### src/rtl/uart_fifo_if.sv
// CPU-side I/O bus of the FIFO-buffered UART: strobed write/read, status and error flags.
interface uart_fifo_if;
    logic       wr;
    logic [7:0] tx_data;
    logic       tx_full;
    logic       busy;
    logic       rd;
    logic [7:0] rx_data;
    logic       frame_err;
    logic       parity_err;
    logic       valid;
    logic       overrun;
    logic       err_clr;

    modport master (
        output wr, tx_data, rd, err_clr,
        input  tx_full, busy, rx_data, frame_err, parity_err, valid, overrun
    );

    modport slave (
        input  wr, tx_data, rd, err_clr,
        output tx_full, busy, rx_data, frame_err, parity_err, valid, overrun
    );
endinterface

### src/rtl/uart_fifo.sv
// FIFO-buffered UART with compile-time frame format, false-start rejection,
// per-entry framing/parity flags and a sticky RX overrun flag.
module uart_fifo #(
    parameter int DIVIDER   = 104,
    parameter int DATA_BITS = 8,
    parameter int PARITY    = 0,
    parameter int STOP_BITS = 1,
    parameter int TX_DEPTH  = 16,
    parameter int RX_DEPTH  = 16
) (
    input  logic       clk,
    input  logic       reset,
    input  logic       rx,
    output logic       tx,
    uart_fifo_if.slave bus
);
    // state | meaning
    // IDLE  | line idle, waiting for data (TX) or a start edge (RX)
    // START | start bit (RX: half-bit wait then validity check)
    // DATA  | data bits, LSB first
    // PARITY| parity bit, only reachable when PARITY != 0
    // STOP  | stop bit(s); RX leaves at mid first stop bit
    typedef enum logic [2:0] {S_IDLE, S_START, S_DATA, S_PARITY, S_STOP} state_t;

    localparam int CW  = $clog2(DIVIDER);
    localparam int TAW = $clog2(TX_DEPTH);
    localparam int RAW = $clog2(RX_DEPTH);
    localparam int RW  = DATA_BITS + 2;
    localparam logic [CW-1:0] C_BIT       = CW'(DIVIDER - 1);
    localparam logic [CW-1:0] C_HALF      = CW'(DIVIDER / 2 - 1);
    localparam logic [2:0]    C_LAST      = 3'(DATA_BITS - 1);
    localparam logic          C_LAST_STOP = 1'(STOP_BITS - 1);
    localparam logic [7:0]    C_MASK      = 8'((1 << DATA_BITS) - 1);

    function automatic logic par_of(input logic [7:0] d);
        return (PARITY == 1) ? ~^d : ^d;
    endfunction

    // ---------------- TX FIFO ----------------
    logic [7:0]   r_tx_mem [TX_DEPTH];
    logic [TAW:0] r_tx_wp, r_tx_rp;
    logic         w_tx_empty, w_tx_full, w_tx_push, w_tx_pop;
    logic [7:0]   w_tx_head;

    assign w_tx_empty = (r_tx_wp == r_tx_rp);
    assign w_tx_full  = (r_tx_wp[TAW] != r_tx_rp[TAW]) &&
                        (r_tx_wp[TAW-1:0] == r_tx_rp[TAW-1:0]);
    assign w_tx_push  = bus.wr && !w_tx_full;
    assign w_tx_head  = r_tx_mem[r_tx_rp[TAW-1:0]] & C_MASK;

    always_ff @(posedge clk) begin
        if (w_tx_push) r_tx_mem[r_tx_wp[TAW-1:0]] <= bus.tx_data;
    end

    always_ff @(posedge clk or posedge reset) begin
        if (reset) begin
            r_tx_wp <= '0;
            r_tx_rp <= '0;
        end else begin
            if (w_tx_push) r_tx_wp <= r_tx_wp + 1'b1;
            if (w_tx_pop)  r_tx_rp <= r_tx_rp + 1'b1;
        end
    end

    // ---------------- TX engine ----------------
    state_t          r_tx_state, w_tx_state_nxt;
    logic [CW-1:0]   r_tx_cnt;
    logic [2:0]      r_tx_bit;
    logic            r_tx_stop, r_tx_par;
    logic [7:0]      r_tx_shift;
    logic            w_tx_tick;

    assign w_tx_tick = (r_tx_cnt == '0);

    always_ff @(posedge clk or posedge reset) begin
        if (reset) r_tx_state <= S_IDLE;
        else       r_tx_state <= w_tx_state_nxt;
    end

    always_comb begin
        w_tx_state_nxt = r_tx_state;
        unique case (r_tx_state)
            S_IDLE:   if (!w_tx_empty) w_tx_state_nxt = S_START;
            S_START:  if (w_tx_tick) w_tx_state_nxt = S_DATA;
            S_DATA:   if (w_tx_tick && r_tx_bit == C_LAST)
                          w_tx_state_nxt = (PARITY != 0) ? S_PARITY : S_STOP;
            S_PARITY: if (w_tx_tick) w_tx_state_nxt = S_STOP;
            S_STOP:   if (w_tx_tick && r_tx_stop == C_LAST_STOP)
                          w_tx_state_nxt = w_tx_empty ? S_IDLE : S_START;
            default:  w_tx_state_nxt = S_IDLE;
        endcase
    end

    always_comb begin
        w_tx_pop = (w_tx_state_nxt == S_START) && (r_tx_state != S_START);
        unique case (r_tx_state)
            S_START:  tx = 1'b0;
            S_DATA:   tx = r_tx_shift[0];
            S_PARITY: tx = r_tx_par;
            default:  tx = 1'b1;
        endcase
    end

    always_ff @(posedge clk or posedge reset) begin
        if (reset) begin
            r_tx_cnt   <= '0;
            r_tx_bit   <= '0;
            r_tx_stop  <= 1'b0;
            r_tx_par   <= 1'b0;
            r_tx_shift <= '0;
        end else begin
            if (w_tx_pop || w_tx_tick) r_tx_cnt <= C_BIT;
            else                       r_tx_cnt <= r_tx_cnt - 1'b1;
            if (w_tx_pop) begin
                r_tx_shift <= w_tx_head;
                r_tx_par   <= par_of(w_tx_head);
                r_tx_bit   <= '0;
                r_tx_stop  <= 1'b0;
            end else if (w_tx_tick) begin
                if (r_tx_state == S_DATA) begin
                    r_tx_shift <= r_tx_shift >> 1;
                    r_tx_bit   <= r_tx_bit + 1'b1;
                end
                if (r_tx_state == S_STOP) r_tx_stop <= ~r_tx_stop;
            end
        end
    end

    assign bus.tx_full = w_tx_full;
    assign bus.busy    = !w_tx_empty || (r_tx_state != S_IDLE);

    // ---------------- RX engine ----------------
    logic                 r_rx_s1, r_rx_s2, r_rx_hold, r_rx_perr;
    state_t               r_rx_state, w_rx_state_nxt;
    logic [CW-1:0]        r_rx_cnt;
    logic [2:0]           r_rx_bit;
    logic [DATA_BITS-1:0] r_rx_shift;
    logic                 w_rx_tick, w_rx_push;

    assign w_rx_tick = (r_rx_cnt == '0);

    always_ff @(posedge clk or posedge reset) begin
        if (reset) begin
            r_rx_s1 <= 1'b1;
            r_rx_s2 <= 1'b1;
        end else begin
            r_rx_s1 <= rx;
            r_rx_s2 <= r_rx_s1;
        end
    end

    always_ff @(posedge clk or posedge reset) begin
        if (reset) r_rx_state <= S_IDLE;
        else       r_rx_state <= w_rx_state_nxt;
    end

    always_comb begin
        w_rx_state_nxt = r_rx_state;
        unique case (r_rx_state)
            S_IDLE:   if (!r_rx_s2 && !r_rx_hold) w_rx_state_nxt = S_START;
            S_START:  if (w_rx_tick) w_rx_state_nxt = r_rx_s2 ? S_IDLE : S_DATA;
            S_DATA:   if (w_rx_tick && r_rx_bit == C_LAST)
                          w_rx_state_nxt = (PARITY != 0) ? S_PARITY : S_STOP;
            S_PARITY: if (w_rx_tick) w_rx_state_nxt = S_STOP;
            S_STOP:   if (w_rx_tick) w_rx_state_nxt = S_IDLE;
            default:  w_rx_state_nxt = S_IDLE;
        endcase
    end

    always_comb begin
        w_rx_push = (r_rx_state == S_STOP) && w_rx_tick;
    end

    // A low stop bit holds off new starts until the line is seen high, so a break yields one entry.
    always_ff @(posedge clk or posedge reset) begin
        if (reset) begin
            r_rx_cnt   <= '0;
            r_rx_bit   <= '0;
            r_rx_perr  <= 1'b0;
            r_rx_shift <= '0;
            r_rx_hold  <= 1'b0;
        end else begin
            if (r_rx_state == S_IDLE) begin
                r_rx_cnt  <= C_HALF;
                r_rx_bit  <= '0;
                r_rx_perr <= 1'b0;
            end else begin
                r_rx_cnt <= w_rx_tick ? C_BIT : r_rx_cnt - 1'b1;
                if (r_rx_state == S_DATA && w_rx_tick) begin
                    r_rx_shift <= {r_rx_s2, r_rx_shift[DATA_BITS-1:1]};
                    r_rx_bit   <= r_rx_bit + 1'b1;
                end
                if (r_rx_state == S_PARITY && w_rx_tick)
                    r_rx_perr <= (r_rx_s2 != par_of(8'(r_rx_shift)));
            end
            if (w_rx_push && !r_rx_s2)                    r_rx_hold <= 1'b1;
            else if (r_rx_state == S_IDLE && r_rx_s2)     r_rx_hold <= 1'b0;
        end
    end

    // ---------------- RX FIFO ----------------
    logic [RW-1:0] r_rx_mem [RX_DEPTH];
    logic [RAW:0]  r_rx_wp, r_rx_rp;
    logic          r_overrun;
    logic          w_rx_empty, w_rx_full, w_rx_rd, w_rx_wr;
    logic [RW-1:0] w_rx_head;

    assign w_rx_empty = (r_rx_wp == r_rx_rp);
    assign w_rx_full  = (r_rx_wp[RAW] != r_rx_rp[RAW]) &&
                        (r_rx_wp[RAW-1:0] == r_rx_rp[RAW-1:0]);
    assign w_rx_rd    = bus.rd && !w_rx_empty;
    assign w_rx_wr    = w_rx_push && (!w_rx_full || w_rx_rd);
    assign w_rx_head  = r_rx_mem[r_rx_rp[RAW-1:0]];

    always_ff @(posedge clk) begin
        if (w_rx_wr) r_rx_mem[r_rx_wp[RAW-1:0]] <= {r_rx_perr, ~r_rx_s2, r_rx_shift};
    end

    always_ff @(posedge clk or posedge reset) begin
        if (reset) begin
            r_rx_wp   <= '0;
            r_rx_rp   <= '0;
            r_overrun <= 1'b0;
        end else begin
            if (w_rx_wr) r_rx_wp <= r_rx_wp + 1'b1;
            if (w_rx_rd) r_rx_rp <= r_rx_rp + 1'b1;
            if (w_rx_push && w_rx_full && !w_rx_rd) r_overrun <= 1'b1;
            else if (bus.err_clr)                   r_overrun <= 1'b0;
        end
    end

    assign bus.valid      = !w_rx_empty;
    assign bus.rx_data    = w_rx_empty ? 8'h00 : 8'(w_rx_head[DATA_BITS-1:0]);
    assign bus.frame_err  = !w_rx_empty && w_rx_head[DATA_BITS];
    assign bus.parity_err = !w_rx_empty && w_rx_head[DATA_BITS+1];
    assign bus.overrun    = r_overrun;
endmodule
### src/flat_wrapper.sv
// flat-port wrapper written by rule: the top's interface ports become plain ports
module uart_fifo_flat 
#(
    parameter int DIVIDER   = 104,
    parameter int DATA_BITS = 8,
    parameter int PARITY    = 0,
    parameter int STOP_BITS = 1,
    parameter int TX_DEPTH  = 16,
    parameter int RX_DEPTH  = 16
)
  (clk, reset, rx, tx, bus_wr, bus_tx_data, bus_rd, bus_err_clr, bus_tx_full, bus_busy, bus_rx_data, bus_frame_err, bus_parity_err, bus_valid, bus_overrun);
  uart_fifo_if bus_i ();
  input  logic clk;
  input  logic reset;
  input  logic rx;
  output logic tx;
  input wire logic [$bits(bus_i.wr)-1:0] bus_wr;
  input wire logic [$bits(bus_i.tx_data)-1:0] bus_tx_data;
  input wire logic [$bits(bus_i.rd)-1:0] bus_rd;
  input wire logic [$bits(bus_i.err_clr)-1:0] bus_err_clr;
  output wire logic [$bits(bus_i.tx_full)-1:0] bus_tx_full;
  output wire logic [$bits(bus_i.busy)-1:0] bus_busy;
  output wire logic [$bits(bus_i.rx_data)-1:0] bus_rx_data;
  output wire logic [$bits(bus_i.frame_err)-1:0] bus_frame_err;
  output wire logic [$bits(bus_i.parity_err)-1:0] bus_parity_err;
  output wire logic [$bits(bus_i.valid)-1:0] bus_valid;
  output wire logic [$bits(bus_i.overrun)-1:0] bus_overrun;
  assign bus_i.wr = bus_wr;
  assign bus_i.tx_data = bus_tx_data;
  assign bus_i.rd = bus_rd;
  assign bus_i.err_clr = bus_err_clr;
  assign bus_tx_full = bus_i.tx_full;
  assign bus_busy = bus_i.busy;
  assign bus_rx_data = bus_i.rx_data;
  assign bus_frame_err = bus_i.frame_err;
  assign bus_parity_err = bus_i.parity_err;
  assign bus_valid = bus_i.valid;
  assign bus_overrun = bus_i.overrun;
  uart_fifo #(.DIVIDER(DIVIDER), .DATA_BITS(DATA_BITS), .PARITY(PARITY), .STOP_BITS(STOP_BITS), .TX_DEPTH(TX_DEPTH), .RX_DEPTH(RX_DEPTH)) u_core (.clk(clk), .reset(reset), .rx(rx), .tx(tx), .bus(bus_i));
endmodule
### config.mk
export PLATFORM = sky130hd
export DESIGN_NAME = uart_fifo_flat
export DESIGN_NICKNAME = d
export VERILOG_FILES = /design/src/rtl/uart_fifo_if.sv /design/src/rtl/uart_fifo.sv /design/src/flat_wrapper.sv
export SDC_FILE = /design/constraint.sdc
export NUM_CORES = 1
export LEC_CHECK = 0
export ABC_AREA = 1
export ABC_CLOCK_PERIOD_IN_PS = 3000
export CAP_MARGIN = 20
export CORE_ASPECT_RATIO = 0.7
export CORE_MARGIN = 5
export CORE_UTILIZATION = 25
export DETAILED_ROUTE_END_ITERATION = 8
export GPL_ROUTABILITY_DRIVEN = 0
export PLACE_DENSITY_LB_ADDON = 0.3
export SLEW_MARGIN = 20
export SYNTH_ARGS = -nofsm -noshare
export SYNTH_HDL_FRONTEND = slang
export SYNTH_SLANG_ARGS = --single-unit
### constraint.sdc
create_clock -name clk -period 3 [get_ports clk]
set_input_delay 0.75 -clock clk [delete_from_list [all_inputs] [get_ports clk]]
set_output_delay 0.75 -clock clk [all_outputs]
set_load 0.02 [all_outputs]
* Word level (Yosys, flattened, before mapping)
Memories as Yosys holds them, arrays and structs flattened.
Index checks and enable logic that the tools add are counted.
** Storage, ports and cells
- Memories kept :: 2
- Bits in writable memories :: 288
- Logic and storage cells :: 143
- Output and inout port bits :: 15
- Flip-flop bits (word level) :: 69
- Bits of input ports :: 14
** Operators by class
- Mux-type cells :: 40
- Reduce and logical (&&, ||, !) cells :: 47
- Bitwise logic cells :: 3
- Equality and inequality tests :: 24
- Add/sub/neg operators :: 8
** Memories
- u_core.r_rx_mem :: depth 16, bits a word 10, rd ports 1, clocked after memory_dff 0, wr ports 1, RTL line uart_fifo.sv:202 : logic [RW-1:0] r_rx_mem [RX_DEPTH];
- u_core.r_tx_mem :: depth 16, bits a word 8, rd ports 1, clocked after memory_dff 0, wr ports 1, RTL line uart_fifo.sv:40 : logic [7:0] r_tx_mem [TX_DEPTH];
** Operators with widths (number)
- $mux W3 :: 15
- $mux W8 :: 4
- $pmux W3 S5 :: 2
- $mux W7 :: 3
- $add A5 B1 Y5 const B :: 4
- $logic_and A1 B1 Y1 :: 19
- $reduce_xor A8 Y1 :: 2
- $logic_not A7 Y1 :: 2
- $mux W1 :: 14
- $reduce_bool A2 Y1 :: 7
- $sub A7 B1 Y7 const B :: 2
- $eq A3 B2 Y1 const B :: 4
- $eq A3 B3 Y1 const B :: 4
- $eq A5 B5 Y1 :: 2
- $ne A2 B1 Y1 const B :: 5
- $eq A3 B1 Y1 const B :: 3
- $eq A4 B4 Y1 :: 2
- $logic_not A1 Y1 :: 7
- $add A3 B1 Y3 const B :: 2
- $logic_not A3 Y1 :: 2
- $reduce_and A2 Y1 :: 3
- $reduce_and A5 Y1 :: 1
- $logic_or A1 B1 Y1 :: 3
- $ne A1 B1 Y1 :: 3
- 5 further kinds :: 7

* Depth between registers and ports, before layout
Gate-level depths: netlist of run 1.
- Word-level depth :: 8
- Mapped depth :: 18
- Gate-level depth less buffers :: 16

* Worst setup path before layout of run 1
OpenSTA, ideal clock, no wires.
- Kind :: reg2out
- Start :: register u_core.r_rx_rp[0]
- End :: output port bus_frame_err
- Arrival time :: 1.673 ns
- Slack :: 0.577 ns
- Cell stages (with the launch flop) :: 7
- Buffers on the path :: 1
- Required time :: 2.250 ns
- Cell sequence :: dfrtp_1 buf_2 xor2_1 a21oi_1 nand3_1 clkinv_1 a31oi_1
** On the way
- Longest elaborated chain between the ends :: 3
- Elaborated cells on any way between the ends :: 4
- Those cells by class :: 1 x eq/ne; 2 x reduce/logical; 1 x memory
** RTL lines
- from (decl) :: RTL line uart_fifo.sv:203 : logic [RAW:0] r_rx_wp, r_rx_rp;
- from (signal assigned) :: RTL line uart_fifo.sv:226 : if (w_rx_rd) r_rx_rp <= r_rx_rp + 1'b1;
- $eq A5 B5 Y1 :: RTL line uart_fifo.sv:208 : assign w_rx_empty = (r_rx_wp == r_rx_rp);
- $logic_not A1 Y1
- net bus_valid :: RTL line flat_wrapper.sv:26 : output wire logic [$bits(bus_i.valid)-1:0] bus_valid;
- $logic_and A1 B1 Y1 :: RTL line uart_fifo.sv:234 : assign bus.frame_err = !w_rx_empty && w_rx_head[DATA_BITS];
- to (decl) :: RTL line flat_wrapper.sv:24 : output wire logic [$bits(bus_i.frame_err)-1:0] bus_frame_err;
The timed path passes the listed nets, and every way through them passes these cells.

* Worst setup path after layout of run 1
- Start :: register u_core.r_rx_rp[0]
- End :: output port bus_rx_data[5]
** On the way
- Longest elaborated chain between the ends :: 2
- Elaborated cells on any way between the ends :: 3
- Those cells by class :: 1 x eq/ne; 1 x mux; 1 x memory
** RTL lines
- $mem_v2 Z16 W10 / $eq A5 B5 Y1 (equally long branches)
- $mux W8 (*) :: RTL line uart_fifo.sv:233 : assign bus.rx_data = w_rx_empty ? 8'h00 : 8'(w_rx_head[DATA_BITS-1:0]);
- to (decl) :: RTL line flat_wrapper.sv:23 : output wire logic [$bits(bus_i.rx_data)-1:0] bus_rx_data;
Every way passes the cells marked *; elsewhere a longest branch is shown, timed or not.

==> implementation parameters, run 1 <==
Parameter                              Value

Status
  Result of the run ... finished, violations left
  Violated checks ... setup timing

Route
  Remaining routing DRC violations ... 0
  Vias after detailed routing ... 10,300
  TritonRoute pass-1 iters ... 5
  Final routed wirelength across all metal layers ... 38,900 microns
  DRT iter0 DRCs ... 847
  Number of routed nets with antenna violations ... 0
  Wire length per cell after detailed routing ... 16.7 microns
  Routed vias/inst ... 4.43

Die
  Starting density of the core ... 25.4%
  Number of placed I/O pins ... 29
  Site row count ... 75
  Core box area ... 60,200 sq um
  Die boundary width ... 306 microns
  Die area ... 66,400 sq um
  Overall die height ... 217 microns

Final layout
  Count of filler cells inserted in the layout ... 6,134
  Core utilization of the finished layout ... 30.9%
  Net total in the final layout ... 1,526
  Total inserted antenna cells ... 0
  Fraction of layout instances using a drive strength above 1 ... 14.1%
  Finished Cell Area ... 18,600 sq um
  Area growth, synth to finish ... 21.6%

Clocking
  Number of H-tree levels ... 2
  Number of sinks driven by the clock tree ... 357
  Clock Root Buffer ... clkbuf_16
  Clock buffer count from CTS ... 39
  Clock-pin slew on the worst setup and hold paths ... 0.06 ns
  Clock tree from TritonCTS ... built
  CTS Buffer Depth ... 3
  Hold buffers post-CTS ... 0
  Clock latency at the later pin of the worst-skew pair ... 0.55 ns

Worst setup path
  Worst endpoint required time ... 2.25 ns
  Biggest fanout along the worst timing path ... 7
  Worst r2r path cells ... 13
  CP Capture Type ... output pin
  Kind of critical path ... register to output pin
  Worst Setup Start Kind ... register
  Data arrival, critical path ... 2.30 ns

Min path
  Type of the tightest min-delay check ... register to register
  Hold path depth ... 0

Synth
  Mean post-synth cell area ... 11.0 sq um
  Register bit count reported by yosys ... 357
  Proportion of synthesized flip-flops having asynchronous set or reset ... 19.3%
  Leading register cell type out of synthesis ... edfxtp_1
  Total nets after synthesis ... 1,428
  Gate count of the mapped netlist ... 1,398
  Number of enable flip-flop cells after synthesis ... 288
  Netlist Area Pre-Place ... 15,300 sq um
  Portion of the post-synthesis area used by sequential elements ... 67.8%
  Number of warning messages in the yosys log ... 0
  Unique cell type count in the Yosys netlist ... 43

Global routing
  Global-route wire length before repair ... 60,000 microns
  Via count of the first global-routing pass ... 10,100
  Initial antenna violation count ... 0
  Global router's overall resource usage ... 11.5%
  Congestion Overflow GR ... 0
  Largest net degree at the start of global routing ... 59

Pwr
  Total power ... 0.0110 W
  Internal power component ... 0.00858 W
  Comb pwr share ... 5.1%
  Fraction of power spent switching nets ... 22.2%
  Relative contribution of the clock network to total power ... 43.9%
  Maximum vdd drop ... 0.000417 V
  Leakage power of the design ... 7.59 nW
  Power density relative to cell area ... 592 nW/um^2
  Sequential group share of total power ... 51.0%
  Net Sw Power ... 0.00245 W

Place
  Post-place setup slack ... 0.0171 ns
  Placed inst area ... 16,900 sq um
  DP Wirelength ... 24,700 microns
  Count of port buffers added during placement ... 28

Run
  Max_cap viols ... 0

STA
  Number of hold violations in the final report ... 0
  Worst-margin pin slew ... 0.883 ns
  Final setup vio count ... 1
  Unrepaired setup endpoints after global routing ... true
  Max Transition Viols Final ... 0
  Upper clock frequency limit ... 328 MHz
  Worst clock skew on the final layout ... 0.0155 ns
  Normalized max-slew margin ... 40.9%
  Period Utilization, post-route ... 102%
  Tmin final ... 3.05 ns
  Post-route setup slack ... -0.0507 ns
[cells in the final DEF, fill, tap and decap left out, drive strengths merged, types with 2 or more instances in the layout]
| cell | instances |
|---|---|
| dfstp | 2 |
| o221ai | 19 |
| a21oi | 11 |
| a31oi | 10 |
| o211ai | 8 |
| o21ai | 126 |
| o22ai | 25 |
| o311ai | 2 |
| bufinv | 4 |
| clkinv | 18 |
| ha | 16 |
| nand2 | 285 |
| or2 | 2 |
| xnor2 | 12 |
| nor3 | 6 |
| nand4 | 7 |
| inv | 127 |
| dfrtp | 67 |
| a21boi | 2 |
| edfxtp | 288 |
| nand3 | 79 |
| buf | 93 |
| dlygate4sd2 | 3 |
| nor2 | 218 |
| clkbuf | 52 |
| clkdlybuf4s50 | 14 |
| xor2 | 23 |
[metrics by stage]
step / instances / hold WS, ns / setup TNS, ns
2_1_floorplan: 1398 / 0.345 / 0
3_3_place_gp: 2249 / 0.350 / 0
3_5_place_dp: 2249 / 0.351 / 0
4_1_cts: 2333 / 0.360 / -0.184
5_1_grt: 2334 / 0.364 / -0.501
6_report: 2334 / 0.358 / -0.0507
[power by group through the flow]
stage / logic [W] / registers, W / clock network [W]
after CTS: 0.000574 / 0.00562 / 0.00501
final: 0.000565 / 0.00562 / 0.00484
after floorplan: 0.000342 / 0.00571 / 0
after global placement: 0.000562 / 0.00572 / 0
after detailed placement: 0.000570 / 0.00573 / 0
after global routing: 0.000640 / 0.00564 / 0.00521
[logic make-up (layout without fill, tap and decap cells)]
| kind of cell | count (synthesis) | after routing | synth area share (%) |
|---|---|---|---|
| compound gates | 207 | 207 | 7.85 |
| xor+xnor | 35 | 35 | 2.00 |
| fa+ha+maj | 16 | 16 | 1.31 |
| buf+inv | 185 | 313 | 5.07 |
| flops | 357 | 357 | 67.8 |
| simple gates | 598 | 598 | 16.0 |
[Yosys cell counts, types with 2 or more instances]
cell type / n / area share [%]
or2_2: 2 / 0.082
nand2_2: 2 / 0.082
buf_1: 2 / 0.049
xnor2_1: 12 / 0.69
ha_1: 16 / 1.3
o21ai_0: 114 / 3.7
clkinv_1: 3 / 0.074
inv_1: 119 / 2.9
a21boi_1: 2 / 0.098
inv_4: 2 / 0.082
nor3_1: 4 / 0.13
edfxtp_1: 288 / 56
nor2_2: 7 / 0.29
nand3_1: 78 / 2.5
o22ai_1: 25 / 1.0
xor2_1: 23 / 1.3
nor2_1: 209 / 5.1
nand4_1: 7 / 0.29
nand2_1: 282 / 6.9
dfrtp_1: 67 / 11
a31oi_1: 10 / 0.41
nor3_4: 2 / 0.21
inv_2: 6 / 0.15
dfstp_2: 2 / 0.34
clkbuf_1: 29 / 0.71
o21ai_1: 12 / 0.39
buf_6: 7 / 0.51
nor2_4: 2 / 0.15
a21oi_1: 10 / 0.33
buf_2: 16 / 0.52
o221ai_1: 19 / 1.1
o211ai_1: 8 / 0.39
[repair_timing]
action	CTS	global route
gates resized for setup	93	37
setup buffers	9	1
endpoints found under the setup margin	13	12
gates cloned	4	1
pin swaps	13	26
[metal layers]
metal	GRT usage, %	vias to the layer above	part of all wire [%]
met5	0	-	0
met4	2.50	0	1.6
met3	2.83	53	7.1
met2	16.5	274	41
met1	17.6	5036	50
li1	-	4965	-
[registers in the layout (all words and copies together) (netlist names)]
signal / count
u_core.bus.overrun: 1
u_core.r_rx_bit: 3
u_core.r_rx_cnt: 7
u_core.r_rx_hold: 1
u_core.r_rx_mem: 160
u_core.r_rx_perr: 1
u_core.r_rx_rp: 5
u_core.r_rx_s1: 1
u_core.r_rx_s2: 1
u_core.r_rx_shift: 8
u_core.r_rx_state: 3
u_core.r_rx_wp: 5
u_core.r_tx_bit: 3
u_core.r_tx_cnt: 7
u_core.r_tx_mem: 128
u_core.r_tx_par: 1
u_core.r_tx_rp: 5
u_core.r_tx_shift: 8
u_core.r_tx_state: 3
u_core.r_tx_stop: 1
u_core.r_tx_wp: 5
[cell type report]
cell class | instances | area [sq um] | share of cell area [%]
sequential | 357 | 10400 | 55.7
timing repair buffer | 112 | 1120 | 6.01
inverter | 130 | 498 | 2.67
clock inverter | 20 | 216 | 1.16
clock buffer | 51 | 1070 | 5.73
multi-input combinational | 856 | 4330 | 23.3
tap | 808 | 1010 | 5.43
[final timing paths]
check	endpoint	slack, ns	from
min reg2reg	u_core.r_rx_s2	0.36	u_core.r_rx_s1
max in group asynchronous	u_core.r_rx_s1	1.72	reset
min	u_core.r_rx_s2	0.36	u_core.r_rx_s1
max reg2reg	u_core.r_rx_mem[11][7]	0.54	u_core.r_rx_cnt[0]
min in group asynchronous	u_core.r_tx_shift[4]	0.61	reset
max	bus_rx_data[5]	-0.05	u_core.r_rx_rp[0]
[worst max-delay path: stages, from the launching register on]
cell	delay (ns)
dfrtp_2	0.41
inv_4	0.08
buf_16	0.13
buf_8	0.12
o21ai_1	0.13
o22ai_1	0.08
o211ai_1	0.46
a31oi_4	0.17
buf_6	0.17
(Power assumes the default switching activity.)
==> run 2: changes to the inputs <==
--- a/config.mk
+++ b/config.mk
@@ -6,7 +6,7 @@
 export NUM_CORES = 1
 export LEC_CHECK = 0
 export ABC_AREA = 1
-export ABC_CLOCK_PERIOD_IN_PS = 3000
+export ABC_CLOCK_PERIOD_IN_PS = 3200
 export CAP_MARGIN = 20
 export CORE_ASPECT_RATIO = 0.7
 export CORE_MARGIN = 5
==> constraint.sdc (replaced) <==
create_clock -name clk -period 3.2 [get_ports clk]
set_input_delay 0.8 -clock clk [delete_from_list [all_inputs] [get_ports clk]]
set_output_delay 0.8 -clock clk [all_outputs]
set_load 0.02 [all_outputs]
==> run 2 against run 1 <==
- the run now ends clean
- sequential cell count stayed put
- combinational power is 5.8% lower
- largest power group unchanged
- final cell count shrank 1.1%
- critical path type unchanged
- highest routed layer unchanged
- core utilization fell by 0.61 points
- count of clock-buffer cells in the layout shrank 2
- clock skew grew 0.025 ns
- die area is the same
- global-route usage is 0.15 points lower
- non-clock buffer count fell by 26
- register-to-register slack improved by 0.05 ns
- setup slack better by 0.14 ns
==> implementation parameters, run 2 (same netlist as run 1, synthesis figures left out) <==
Parameter                              Value

Status
  Result of the run ... complete, no violations (was finished, violations left)

Clocking
  CTS Buffer Depth ... 3 (unchanged)
  Number of sinks driven by the clock tree ... 357 (unchanged)
  Hold buffers post-CTS ... 0 (unchanged)
  Number of H-tree levels ... 2 (unchanged)
  Clock latency at the later pin of the worst-skew pair ... 0.57 ns (was 0.55 ns)
  Clock tree from TritonCTS ... built (unchanged)
  Clock buffer count from CTS ... 39 (unchanged)
  Clock Root Buffer ... clkbuf_16 (unchanged)
  Buffer count from post-CTS setup fixing ... 0 (was 9)
  Clock-pin slew on the worst setup and hold paths ... 0.06 ns (about the same)

Place
  Number of cells after detailed placement ... 2,237 (was 2,249)
  DP Wirelength ... 24,900 microns (was 24,700 microns)
  Count of port buffers added during placement ... 28 (unchanged)

Pwr
  Leakage power of the design ... 7.37 nW (was 7.59 nW)
  Power density relative to cell area ... 568 nW/um^2 (was 592 nW/um^2)
  Maximum vdd drop ... 0.000365 V (was 0.000417 V)

Route
  Final routed wirelength across all metal layers ... 38,500 microns (was 38,900 microns)
  DRT iter0 DRCs ... 940 (was 847)
  Remaining routing DRC violations ... 0 (unchanged)
  Wire length per cell after detailed routing ... 16.7 microns (about the same)
  Number of routed nets with antenna violations ... 0 (unchanged)
  Vias after detailed routing ... 10,200 (was 10,300)
  TritonRoute pass-1 iters ... 7 (was 5)
  Routed vias/inst ... 4.43 (about the same)

Die
  Die boundary width ... 306 microns (unchanged)
  Overall die height ... 217 microns (unchanged)
  Starting density of the core ... 25.4% (unchanged)
  Die area ... 66,400 sq um (unchanged)
  Site row count ... 75 (unchanged)
  Number of placed I/O pins ... 29 (unchanged)
  Core box area ... 60,200 sq um (unchanged)

STA
  Tmin final ... 3.11 ns
  Max Transition Viols Final ... 0 (unchanged)
  Worst clock skew on the final layout ... 0.0409 ns (was 0.0155 ns)
  Worst-margin pin slew ... 0.872 ns (was 0.883 ns)
  Upper clock frequency limit ... 322 MHz
  Final setup vio count ... 0 (was 1)
  Unrepaired setup endpoints after global routing ... true (unchanged)
  Normalized max-slew margin ... 41.1% (was 40.9%)
  Period Utilization, post-route ... 97.1%
  Fin Hold WS ... 0.358 ns (about the same)
  Number of hold violations in the final report ... 0 (unchanged)

Final layout
  Most common cell after layout, fill and taps aside ... edfxtp_1 (unchanged)
  Number of flip-flops under the largest register name ... 160 (unchanged)
  Commonest cells after routing, fill and taps aside ... 288 x edfxtp_1, 282 x nand2_1, 208 x nor2_1, 117 x inv_1, 114 x o21ai_0 (was 288 x edfxtp_1, 282 x nand2_1, 207 x nor2_1, 117 x inv_1, 101 x o21ai_0)
  Final cell count without fillers ... 2,309 (was 2,334)
  Area growth, synth to finish ... 19.2% (was 21.6%)
  Count of filler cells inserted in the layout ... 6,205 (was 6,134)
  Net total in the final layout ... 1,500 (was 1,526)
  Total inserted antenna cells ... 0 (unchanged)
  Fraction of layout instances using a drive strength above 1 ... 11.8% (was 14.1%)

Min path
  Type of the tightest min-delay check ... register to register (unchanged)
  Hold path depth ... 0 (unchanged)
  Endpoint with the worst hold slack ... u_core.r_rx_s2 (unchanged)
  Origin of the worst min-delay path ... u_core.r_rx_s1 (unchanged)

Run
  Max_cap viols ... 0 (unchanged)

Worst setup path
  Data arrival, critical path ... 2.31 ns (was 2.30 ns)
  Worst endpoint required time ... 2.40 ns (was 2.25 ns)
  CP Capture Type ... output pin (unchanged)
  Setup slack of the most critical reg-to-reg path ... 0.59 ns (was 0.54 ns)
  Worst r2r path cells ... 17 (was 13)
  Biggest fanout along the worst timing path ... 12 (was 7)
  Kind of critical path ... register to output pin (unchanged)
  Reg-to-reg startpoint ... u_core.r_tx_rp[0] (was u_core.r_rx_cnt[0])
  Worst Setup Start Kind ... register (unchanged)
  Worst R2R End ... u_core.r_tx_par (was u_core.r_rx_mem[11][7])

Global routing
  Most utilized layer in the global route result ... met1 (unchanged)
  Initial antenna violation count ... 0 (unchanged)
  Global-route wire length before repair ... 59,500 microns (was 60,000 microns)
  Via count of the first global-routing pass ... 9,956 (was 10,100)
  Global router's overall resource usage ... 11.4% (was 11.5%)
  Congestion Overflow GR ... 0 (unchanged)
  Met2 layer usage reported by global route ... 16.0% (was 16.5%)
  Met1 track demand over resource in global routing ... 18.1% (was 17.6%)
  Largest net degree at the start of global routing ... 79 (was 59)
  Global Route met3 Usage ... 2.23% (was 2.83%)
-- run 2: cell types whose count changed in the layout (fill, tap and decap cells not counted), moves of 5 or more --
| cell | change |
|---|---|
| buf_12 | -5 |
| buf_4 | -20 |
| clkinv_2 | -6 |
| o21ai_0 | +13 |
| o21ai_1 | -8 |
| o21ai_2 | -5 |
-- run 2: worst max-delay path by stage --
stage / start / end / slack, ns / depth (start not counted)
2_1_floorplan: reset / u_core.bus.overrun / 0.66 / 1
3_3_place_gp: u_core.r_rx_rp[1] / bus_rx_data[5] / 0.15 / 7
3_5_place_dp: u_core.r_rx_rp[1] / bus_rx_data[5] / 0.08 / 7
4_1_cts: u_core.r_rx_rp[0] / bus_rx_data[3] / -0.01 / 7
5_1_grt: u_core.r_rx_wp[3] / bus_frame_err / -0.03 / 8
6_report: u_core.r_rx_rp[1] / bus_rx_data[5] / 0.09 / 7
-- run 2: final cells by class --
class	instances	area, sq um	share of cell area (%)
multi-input cells	856	4290	23.5
clock inverters	23	294	1.61
flip-flops and latches	357	10400	56.9
repair buffers	86	762	4.18
well taps	808	1010	5.54
clock buffers	49	1010	5.55
inverters	130	499	2.74
-- run 2: layer usage --
metal | share of wire (%) | vias to the layer above | wire length [microns]
li1 | - | 4918 | -
met1 | 52 | 5007 | 19800
met2 | 41 | 251 | 15800
met3 | 6.2 | 46 | 2380
met4 | 1.4 | 0 | 521
met5 | 0 | - | 0
-- run 2: where the power goes --
group,switching (W),internal [W]
Combinational,0.000363,0.000169
Sequential,0.0000756,0.00520
Clock,0.00195,0.00262
Total,0.00239,0.00799
-- run 2: stage by stage --
stage / setup TNS [ns] / worst slack (ns) / cell area [sq um] / total power, W / utilization (%)
CTS: -0.0179 / -0.0145 / 18200 / 0.0105 / 30.2
finish: 0 / 0.0931 / 18200 / 0.0104 / 30.3
floorplan: 0 / 0.663 / 15300 / 0.00567 / -
global placement: 0 / 0.152 / 16800 / 0.00589 / 27.9
detailed placement: 0 / 0.0764 / 16800 / 0.00590 / 27.9
global route: -0.0401 / -0.0296 / 18200 / 0.0108 / 30.3
-- run 2: what timing repair did --
action / CTS / global route
gates resized for setup: 43 / 37
hold endpoints to repair: 0 / 0
setup endpoints to repair: 10 / 13
pin swaps: 2 / 10
-- run 2: worst max-delay path, cell delays in order, from the launching register on --
cell,delay [ns]
dfrtp_1,0.44
inv_4,0.13
buf_4,0.19
o21ai_0,0.12
o221ai_2,0.19
o211ai_1,0.20
a31oi_2,0.29
buf_4,0.20
